File: src/rtl/rv32_pkg.sv
// Shared RV32 constants and types used by the fetch stage and its buffers.
package rv32_pkg;

  localparam int XLEN = 32;
  localparam int ILEN = 32;
  localparam logic [XLEN-1:0] PC_STEP  = 32'd4;
  localparam logic [ILEN-1:0] INST_NOP = 32'h0000_0013;

  typedef struct packed {
    logic [XLEN-1:0] pc;
    logic [ILEN-1:0] inst;
  } fetch_entry_t;

  typedef enum logic [0:0] {
    IDLE = 1'b0,
    RUN  = 1'b1
  } fetch_state_t;

  // Instruction fetch is word-granular; low address bits are never honoured.
  function automatic logic [XLEN-1:0] align_pc(input logic [XLEN-1:0] pc);
    return {pc[XLEN-1:2], 2'b00};
  endfunction

endpackage

File: src/rtl/fetch_fifo.sv
// Small synchronous FIFO with flush; empty reads return zero so idle outputs stay quiet.
module fetch_fifo #(
  parameter int DEPTH = 2,
  parameter int W     = 32
) (
  input  logic                     clk,
  input  logic                     rst_n,
  input  logic                     i_flush,
  input  logic                     i_push,
  input  logic [W-1:0]             i_din,
  input  logic                     i_pop,
  output logic [W-1:0]             o_dout,
  output logic [$clog2(DEPTH):0]   o_count,
  output logic                     o_full,
  output logic                     o_empty
);

  localparam int AW = $clog2(DEPTH);
  localparam int CW = AW + 1;

  logic [W-1:0]  r_mem [DEPTH];
  logic [AW-1:0] r_wptr;
  logic [AW-1:0] r_rptr;
  logic [CW-1:0] r_count;
  logic          w_push;
  logic          w_pop;

  assign o_empty = (r_count == '0);
  assign o_full  = (r_count == CW'(DEPTH));
  assign o_count = r_count;
  assign o_dout  = o_empty ? '0 : r_mem[r_rptr];

  // A full FIFO may still accept a push when the head leaves in the same cycle.
  assign w_pop  = i_pop && !o_empty && !i_flush;
  assign w_push = i_push && (!o_full || w_pop) && !i_flush;

  always_ff @(posedge clk) begin
    if (!rst_n || i_flush) begin
      r_wptr  <= '0;
      r_rptr  <= '0;
      r_count <= '0;
    end else begin
      if (w_push) r_wptr <= r_wptr + AW'(1);
      if (w_pop)  r_rptr <= r_rptr + AW'(1);
      r_count <= r_count + CW'(w_push) - CW'(w_pop);
    end
  end

  always_ff @(posedge clk) begin
    if (w_push) r_mem[r_wptr] <= i_din;
  end

endmodule

File: src/rtl/inst_fetch_unit.sv
// RV32I fetch stage: PC sequencing, imem req/gnt issue, in-order response
// buffering toward decode, and redirect flush with in-flight response dropping.
module inst_fetch_unit
  import rv32_pkg::*;
#(
  parameter logic [31:0] RESET_PC   = 32'h0000_0000,
  parameter int          FIFO_DEPTH = 2
) (
  input  logic        clk,
  input  logic        rst_n,
  output logic        imem_req,
  output logic [31:0] imem_addr,
  input  logic        imem_gnt,
  input  logic        imem_rvalid,
  input  logic [31:0] imem_rdata,
  input  logic        redirect,
  input  logic [31:0] redirect_pc,
  output logic        inst_valid,
  output logic [31:0] inst,
  output logic [31:0] inst_pc,
  input  logic        inst_ready
);

  localparam int CNT_W = $clog2(FIFO_DEPTH) + 1;
  localparam logic [CNT_W:0] DEPTH_C = (CNT_W + 1)'(FIFO_DEPTH);
  localparam logic [0:0] S_IDLE = IDLE;
  localparam logic [0:0] S_RUN  = RUN;

  logic [0:0]       r_state;
  logic [31:0]      r_pc;
  logic [CNT_W-1:0] r_outstanding;
  logic [CNT_W-1:0] r_drop;

  logic             w_run;
  logic [CNT_W:0]   w_sum;
  logic             w_issue;
  logic             w_rsp;
  logic [CNT_W-1:0] w_out_next;

  logic             w_buf_push;
  logic             w_buf_pop;
  logic [CNT_W-1:0] w_buf_count;
  logic             w_buf_full;
  logic             w_buf_empty;
  fetch_entry_t     w_push_entry;
  fetch_entry_t     w_head;

  logic [31:0]      w_tag_pc;
  logic [CNT_W-1:0] w_tag_count;
  logic             w_tag_full;
  logic             w_tag_empty;

  assign w_run = (r_state == S_RUN);

  // Buffered words plus in-flight requests never exceed the buffer size,
  // so every response has a guaranteed slot.
  assign w_sum     = {1'b0, r_outstanding} + {1'b0, w_buf_count};
  assign imem_req  = w_run && (w_sum < DEPTH_C);
  assign imem_addr = r_pc;
  assign w_issue   = imem_req && imem_gnt;
  assign w_rsp     = imem_rvalid;

  assign w_out_next = r_outstanding + CNT_W'(w_issue) - CNT_W'(w_rsp);

  assign w_push_entry.pc   = w_tag_pc;
  assign w_push_entry.inst = imem_rdata;
  assign w_buf_push = w_rsp && (r_drop == '0) && !redirect;
  assign w_buf_pop  = inst_valid && inst_ready && !redirect;

  assign inst_valid = !w_buf_empty;
  assign inst       = w_head.inst;
  assign inst_pc    = w_head.pc;

  always_ff @(posedge clk) begin
    if (!rst_n) begin
      r_state       <= S_IDLE;
      r_pc          <= align_pc(RESET_PC);
      r_outstanding <= '0;
      r_drop        <= '0;
    end else begin
      r_state       <= S_RUN;
      r_outstanding <= w_out_next;
      if (redirect) begin
        // Everything still in flight after this cycle belongs to the old path.
        r_pc   <= align_pc(redirect_pc);
        r_drop <= w_out_next;
      end else begin
        if (w_issue) r_pc <= r_pc + PC_STEP;
        if (w_rsp && (r_drop != '0)) r_drop <= r_drop - CNT_W'(1);
      end
    end
  end

  fetch_fifo #(
    .DEPTH (FIFO_DEPTH),
    .W     ($bits(fetch_entry_t))
  ) u_inst_buf (
    .clk     (clk),
    .rst_n   (rst_n),
    .i_flush (redirect),
    .i_push  (w_buf_push),
    .i_din   (w_push_entry),
    .i_pop   (w_buf_pop),
    .o_dout  (w_head),
    .o_count (w_buf_count),
    .o_full  (w_buf_full),
    .o_empty (w_buf_empty)
  );

  // Request PCs ride alongside the outstanding count; never flushed, since
  // dropped responses must still retire their tag in order.
  fetch_fifo #(
    .DEPTH (FIFO_DEPTH),
    .W     (32)
  ) u_tag_q (
    .clk     (clk),
    .rst_n   (rst_n),
    .i_flush (1'b0),
    .i_push  (w_issue),
    .i_din   (r_pc),
    .i_pop   (w_rsp),
    .o_dout  (w_tag_pc),
    .o_count (w_tag_count),
    .o_full  (w_tag_full),
    .o_empty (w_tag_empty)
  );

  a_tag_tracks_outstanding: assert property (@(posedge clk) disable iff (!rst_n)
    w_tag_count == r_outstanding);
  a_no_issue_when_tags_full: assert property (@(posedge clk) disable iff (!rst_n)
    !(w_issue && w_tag_full));
  a_no_orphan_response: assert property (@(posedge clk) disable iff (!rst_n)
    !(imem_rvalid && w_tag_empty));
  a_no_buffer_overflow: assert property (@(posedge clk) disable iff (!rst_n)
    !(w_buf_push && w_buf_full && !w_buf_pop));

endmodule
File: config.mk
export PLATFORM = sky130hd
export DESIGN_NAME = inst_fetch_unit
export DESIGN_NICKNAME = d
export VERILOG_FILES = /design/src/rtl/rv32_pkg.sv /design/src/rtl/fetch_fifo.sv /design/src/rtl/inst_fetch_unit.sv
export SDC_FILE = /design/constraint.sdc
export NUM_CORES = 1
export LEC_CHECK = 0
export ABC_CLOCK_PERIOD_IN_PS = 20800
export BUFFER_PORTS_ARGS = -buffer_cell sky130_fd_sc_hd__clkbuf_2
export CAP_MARGIN = 25
export CORE_AREA = 5 5 166 168
export CTS_CLUSTER_DIAMETER = 80
export DETAILED_ROUTE_END_ITERATION = 10
export DIE_AREA = 0 0 171 173
export GPL_TIMING_DRIVEN = 1
export SYNTH_ARGS = -nofsm -noshare
export SYNTH_HDL_FRONTEND = slang
export SYNTH_SLANG_ARGS = --single-unit
File: constraint.sdc
create_clock -name clk -period 20.8 [get_ports clk]
set_clock_uncertainty 0.2 [all_clocks]
set_input_delay 3.12 -clock clk [delete_from_list [all_inputs] [get_ports clk]]
set_output_delay 3.12 -clock clk [all_outputs]
set_load 0.02 [all_outputs]
==> flow_summary.toml, run 1 <==
[route]
ant_nets = 0
wl_per_cell_um = 17.70
drc = 0
dr.pass1.iters = 4
dr_wl_met2_um = 10150
wl_met3_um = 1620
viasPerCell = 4.992
top_layer = "met4"
drt-met1-wl_um = 9236
wl_um = 21430
dr_total_vias = 6045
drt_iter0_drc = 300

[logic_synthesis]
yosys.area.top_type = "edfxtp_1"
synth-async-reset-ratio = 0
synth-simple-area-share = 0.1167
synth_area_leaders = "edfxtp_1 58%, mux2i_1 9.7%, dfxtp_1 9.5%, nor2_1 4.1%, o21ai_0 1.3%"
yosysWarningCount = 0
synth_top_family_by_area = "simple AND/OR/NAND/NOR gates"
synth.top_cell.area_share = 0.5837
synthAdderAreaFrac = 0.01269
synth_common_cells = "184 x edfxtp_1, 104 x nor2_1, 92 x mux2i_1"
syn-cell-area_mm2 = 0.009467
synth-seq-cells = 229
synth_seq_area_share = 0.6788
yosysMostFrequentCell = "edfxtp_1"
syn_inst = 703
yosysUniqueCellTypes = 51
synth.area.mux_share = 0.09728
synth-compound-area-share = 0.05208
ys_dominant_reg_cell = "edfxtp_1"
avgSynthCellArea_um2 = 13.47
synth_edf_count = 184
synth-xor-area-share = 0.01758

[finish]
nNetsFinal = 937
syn2layout_area_growth_pct = 20.27
final_util = 0.4419
fin_area_mm2 = 0.01139
n_antenna_cell = 0
drive_gt1_frac = 0.2409

[power_and_ir_drop]
power_leakage_nw = 4.070
vdd_drop_max_mv = 0.05328
combinationalPowerShare = 0.119
clkPwrFrac = 0.374
power.density_mw_per_mm2 = 99.04
switching_share = 0.2452
seqPwrFrac = 0.506
power.switching_mw = 0.2765
internal_power_mw = 0.8512

[worst_setup_path]
ff2ff_setup_slack_ns = 17.35
cp_num_buf_inv = 2
rr_startpoint = "u_inst_buf.o_count[0]"
endpoint_kind = "output port"
rr_endpoint = "imem_addr[26]"
worstSetupPathType = "register to output port"
slowest_delay_ns = 0.71
critPathArrivalTime_ns = 2.45
rr_worst_depth = 7
cp_top_family = "buffers and inverters"
required_ns = 17.48
cpMaxStageDelayCell = "buf_4"
cp-start-kind = "register"
critical_path.max_fanout = 44
worstPathCellList = "buf_4 -> mux2i_1 -> nor2_1 -> clkbuf_2"

[timing]
tightest_slew_ns = 1.006
fmax_mhz = 173.3
final_hold_viol_count = 0
grt_setup_unrepaired = "false"
post-route-min-period_ns = 5.771
setup_viol = 0
finalSetupTns_ns = 0
period_share = 0.2774
setup_slack_ns = 15.03
relSlewSlack = 0.3290
report.final.slew_viol_count = 0

[floorplan]
die_w_um = 171
die_h_um = 173
core_mm2 = 0.02576
initial_core_util = 0.3674
dieArea_mm2 = 0.02958
rows = 59
io_pins = 168

[clock_network]
cts_inserted_buffers = 25
cts_hold_buf = 0
clockBufferDepth = 3
clk_pin_slew_ns = 0.06
root_buffer = "clkbuf_16"
cts_tree = "yes"
htreeDepth = 1
clock-sinks = 229
ctsResizeCount = 0
worstSkewPairLatency_ns = 0.51
post-cts-setup-buffers = 0

[place]
place_hpwl_um = 13740
placedInstanceArea_mm2 = 0.01060
portBuffers = 161
preCtsSetupSlack_ns = 15.23
gp_congestion = 0.7890

[global_route]
grt_pass1_wl_um = 33200
grt_usage = 0.1397
grt_max_degree = 63
overflow = 0
antenna_found_initial = 0
grt_pass1_vias = 5864

[hold_path]
min_from = "u_inst_buf.r_rptr"
holdPathStages = 2
hold_path.class = "register to register"
holdPathEnd = "u_inst_buf.r_rptr"

[outcome]
outcome = "completed"

[flow_run]
max_cap_violations = 0
cell families after synthesis:
group | count (synthesis)
DFF | 229
muxes | 92
and+or+nand+nor | 224
adders and majority gates | 9
other | 1
xor gates and xnor gates | 19
buffers and inverters | 55
AOI/OAI and AO/OA | 74
layer usage:
metal | vias to the layer above | track usage
met5 | - | 0
met2 | 184 | 0.2306
met1 | 2902 | 0.1852
met3 | 29 | 0.03447
met4 | 0 | 0.03500
li1 | 2930 | -
state kept, by name (all words and copies together) (netlist names), named ones only:
name / cells
imem_addr: 30
r_drop: 2
r_outstanding: 2
r_state: 1
u_inst_buf.o_count: 2
u_inst_buf.r_mem: 124
u_inst_buf.r_rptr: 1
u_inst_buf.r_wptr: 1
u_tag_q.o_count: 2
u_tag_q.r_mem: 60
u_tag_q.r_rptr: 1
u_tag_q.r_wptr: 1
tightest hold or removal path, stage by stage (launching register included):
cell     delay [ns]
dfxtp_1        0.33
xor2_1         0.08
nor2_1         0.07
power groups by stage:
stage / clock (mW) / combinational, mW / sequential [mW]
global route: 0.455 / 0.151 / 0.576
detailed placement: 0 / 0.138 / 0.581
floorplan: 0 / 0.101 / 0.570
finish: 0.422 / 0.135 / 0.571
CTS: 0.437 / 0.138 / 0.572
global placement: 0 / 0.136 / 0.580
cells in the final DEF, fill, tap and decap left out, types with 13 or more instances in the layout:
master,netlist,routed
nand2_1,16,16
nor2_1,104,102
a31oi_1,15,15
o21ai_0,24,24
nand4_1,13,13
clkbuf_2,0,161
edfxtp_1,184,184
dfxtp_1,45,43
nand3_1,18,18
xnor2_1,13,13
clkbuf_16,0,25
mux2i_1,92,92
worst max path at each step:
stage               slack, ns      from                     end  depth (start not counted)
global placement        15.26  imem_gnt           imem_addr[26]                          6
detailed placement      15.23  imem_gnt           imem_addr[26]                          6
finish                  15.03  register             inst_pc[25]                          4
floorplan               10.49  redirect  u_inst_buf.r_mem[0][0]                          3
CTS                     14.95  register             inst_pc[25]                          4
global route            14.90  register             inst_pc[25]                          4
cell type report:
cell class | instances | area, um^2
clock buffer | 31 | 648.1
multi-input combinational | 422 | 2849
fill | 2416 | 14380
timing repair buffer | 167 | 850.8
inverter | 13 | 48.80
sequential | 229 | 6431
clock inverter | 14 | 138.9
tap | 335 | 419.2
per-stage QoR:
stage / total power, mW / instances / hold WS, ns
finish: 1.128 / 1211 / 0.3129
global route: 1.182 / 1211 / 0.3445
CTS: 1.147 / 1211 / 0.3196
detailed placement: 0.7189 / 1166 / 0.2956
global placement: 0.7160 / 1166 / 0.2842
floorplan: 0.6707 / 706 / 0.2725
(Power assumes the default switching activity.)
==> run 2: changes to the inputs <==
--- a/config.mk
+++ b/config.mk
@@ -5,7 +5,7 @@
 export SDC_FILE = /design/constraint.sdc
 export NUM_CORES = 1
 export LEC_CHECK = 0
-export ABC_CLOCK_PERIOD_IN_PS = 20800
+export ABC_CLOCK_PERIOD_IN_PS = 4900
 export BUFFER_PORTS_ARGS = -buffer_cell sky130_fd_sc_hd__clkbuf_2
 export CAP_MARGIN = 25
 export CORE_AREA = 5 5 166 168
==> constraint.sdc (replaced) <==
create_clock -name clk -period 4.9 [get_ports clk]
set_clock_uncertainty 0.2 [all_clocks]
set_input_delay 0.735 -clock clk [delete_from_list [all_inputs] [get_ports clk]]
set_output_delay 0.735 -clock clk [all_outputs]
set_load 0.02 [all_outputs]
==> flow_summary.toml, run 2 (synthesized netlist as in run 1, its figures left out) <==
[outcome]
outcome = "completed"

[timing]
finalSetupTns_ns = 0
post-route-min-period_ns = 3.513
fmax_mhz = 284.6
relSlewSlack = 0.3586
setup_viol = 0
period_share = 0.7170
report.final.slew_viol_count = 0
grt_setup_unrepaired = "false"
final_hold_viol_count = 0
tightest_slew_ns = 0.9621

[hold_path]
min_from = "imem_rdata[20]"
hold_path.class = "primary input to register"

[finish]
layout_commonest_cell = "edfxtp_1"
syn2layout_area_growth_pct = 20.16
drive_gt1_frac = 0.2437
largest_register = "u_inst_buf.r_mem"
layout_common_cells = "184 x edfxtp_1, 161 x clkbuf_2, 102 x nor2_1, 92 x mux2i_1, 43 x dfxtp_1"
nNetsFinal = 939
largest_register_ffs = 124
n_antenna_cell = 0

[worst_setup_path]
worstSetupPathType = "register to register"
worstPathCellList = "and2_1 -> fa_1 -> and4bb_1 -> inv_2 -> nor2_1 -> and2_1 -> buf_4"
slowest_delay_ns = 0.56
critPathMostFrequentCell = "and2_1"
critPathArrivalTime_ns = 3.49
endpoint_kind = "register"
rr_startpoint = "u_inst_buf.o_count[0]"
cp_top_family = "simple AND/OR/NAND/NOR gates"
required_ns = 4.88
cpMaxStageDelayCell = "and4bb_1"
critPathLaunch = "u_inst_buf.o_count[0]"
cp-start-kind = "register"
critical_path.max_fanout = 19
cp_num_buf_inv = 2

[place]
gp_congestion = 0.8059
portBuffers = 161
place_hpwl_um = 14180

[clock_network]
worstSkewPairLatency_ns = 0.51
clk_pin_slew_ns = 0.06
post-cts-setup-buffers = 0
cts_tree = "yes"
cts_inserted_buffers = 25
ctsResizeCount = 0
htreeDepth = 1
root_buffer = "clkbuf_16"
clockBufferDepth = 3
cts_hold_buf = 0
clock-sinks = 229

[floorplan]
die_w_um = 171
io_pins = 168
rows = 59
initial_core_util = 0.3674
die_h_um = 173
core_mm2 = 0.02576
dieArea_mm2 = 0.02958

[route]
drt_iter0_drc = 391
drc = 0
ant_nets = 0
viasPerCell = 4.965
wl_um = 21540
dr.pass1.iters = 4
dr_total_vias = 6022
wl_per_cell_um = 17.76

[global_route]
antenna_found_initial = 0
overflow = 0
grt_pass1_vias = 5918
grt_max_degree = 63
grt_pass1_wl_um = 33510
grt_usage = 0.1424

[power_and_ir_drop]
power_leakage_nw = 4.072
total_power_mw = 4.722
vdd_drop_max_mv = 0.2188
power.density_mw_per_mm2 = 415.1

[flow_run]
max_cap_violations = 0
[run 2: cell count changes in the layout (fill, tap and decap cells not counted), sizes merged]
cell / previous run / this run
clkbuf: 192 / 198
bufinv: 3 / 0
buf: 6 / 8
clkinv: 11 / 9
clkinvlp: 1 / 0
[run 2: worst paths after layout]
path	endpoint	slack, ns	cells after the start
setup / recovery	u_tag_q.r_mem[1][11]	1.39	7
hold / removal	u_inst_buf.r_mem[1][20]	0.22	1
setup reg to reg	u_tag_q.r_mem[1][11]	1.39	7
hold reg to reg	register	0.30	2
[run 2: final cells by class]
cell class              count  area, um^2
fillers                  2427       14390
flip-flops and latches    229        6431
multi-input cells         422        2853
repair buffers            169       865.8
clock buffers              37       721.9
well taps                 335       419.2
inverters                  13       48.80
clock inverters             8       35.03
[run 2: where the power goes]
| group | switching, mW | internal, mW | leakage [nW] | total (mW) |
|---|---|---|---|---|
| registers | 0.127 | 2.30 | 2.08 | 2.42 |
| logic | 0.344 | 0.233 | 1.62 | 0.577 |
| clock network | 0.711 | 1.01 | 0.373 | 1.72 |
[run 2: per-layer routing]
layer  global-route usage  vias to the layer above  wire length (um)
met1               0.1880                     2878              9154
li1                     -                     2933                 -
met2               0.2402                      175             10340
met5                    0                        -                 0
met4              0.03466                        0               437
met3              0.03014                       36              1613
[run 2: stage by stage]
stage	instances	instance area, um^2	util	worst slack [ns]	hold WS (ns)
6_report	1213	11370	0.4415	1.387	0.2164
5_1_grt	1213	11370	0.4415	1.166	0.1968
4_1_cts	1213	11370	0.4415	1.357	0.1833
3_5_place_dp	1168	10620	0.4121	1.377	0.2978
3_3_place_gp	1168	10620	0.4121	1.395	0.2899
2_1_floorplan	706	9493	-	0.5426	0.2725
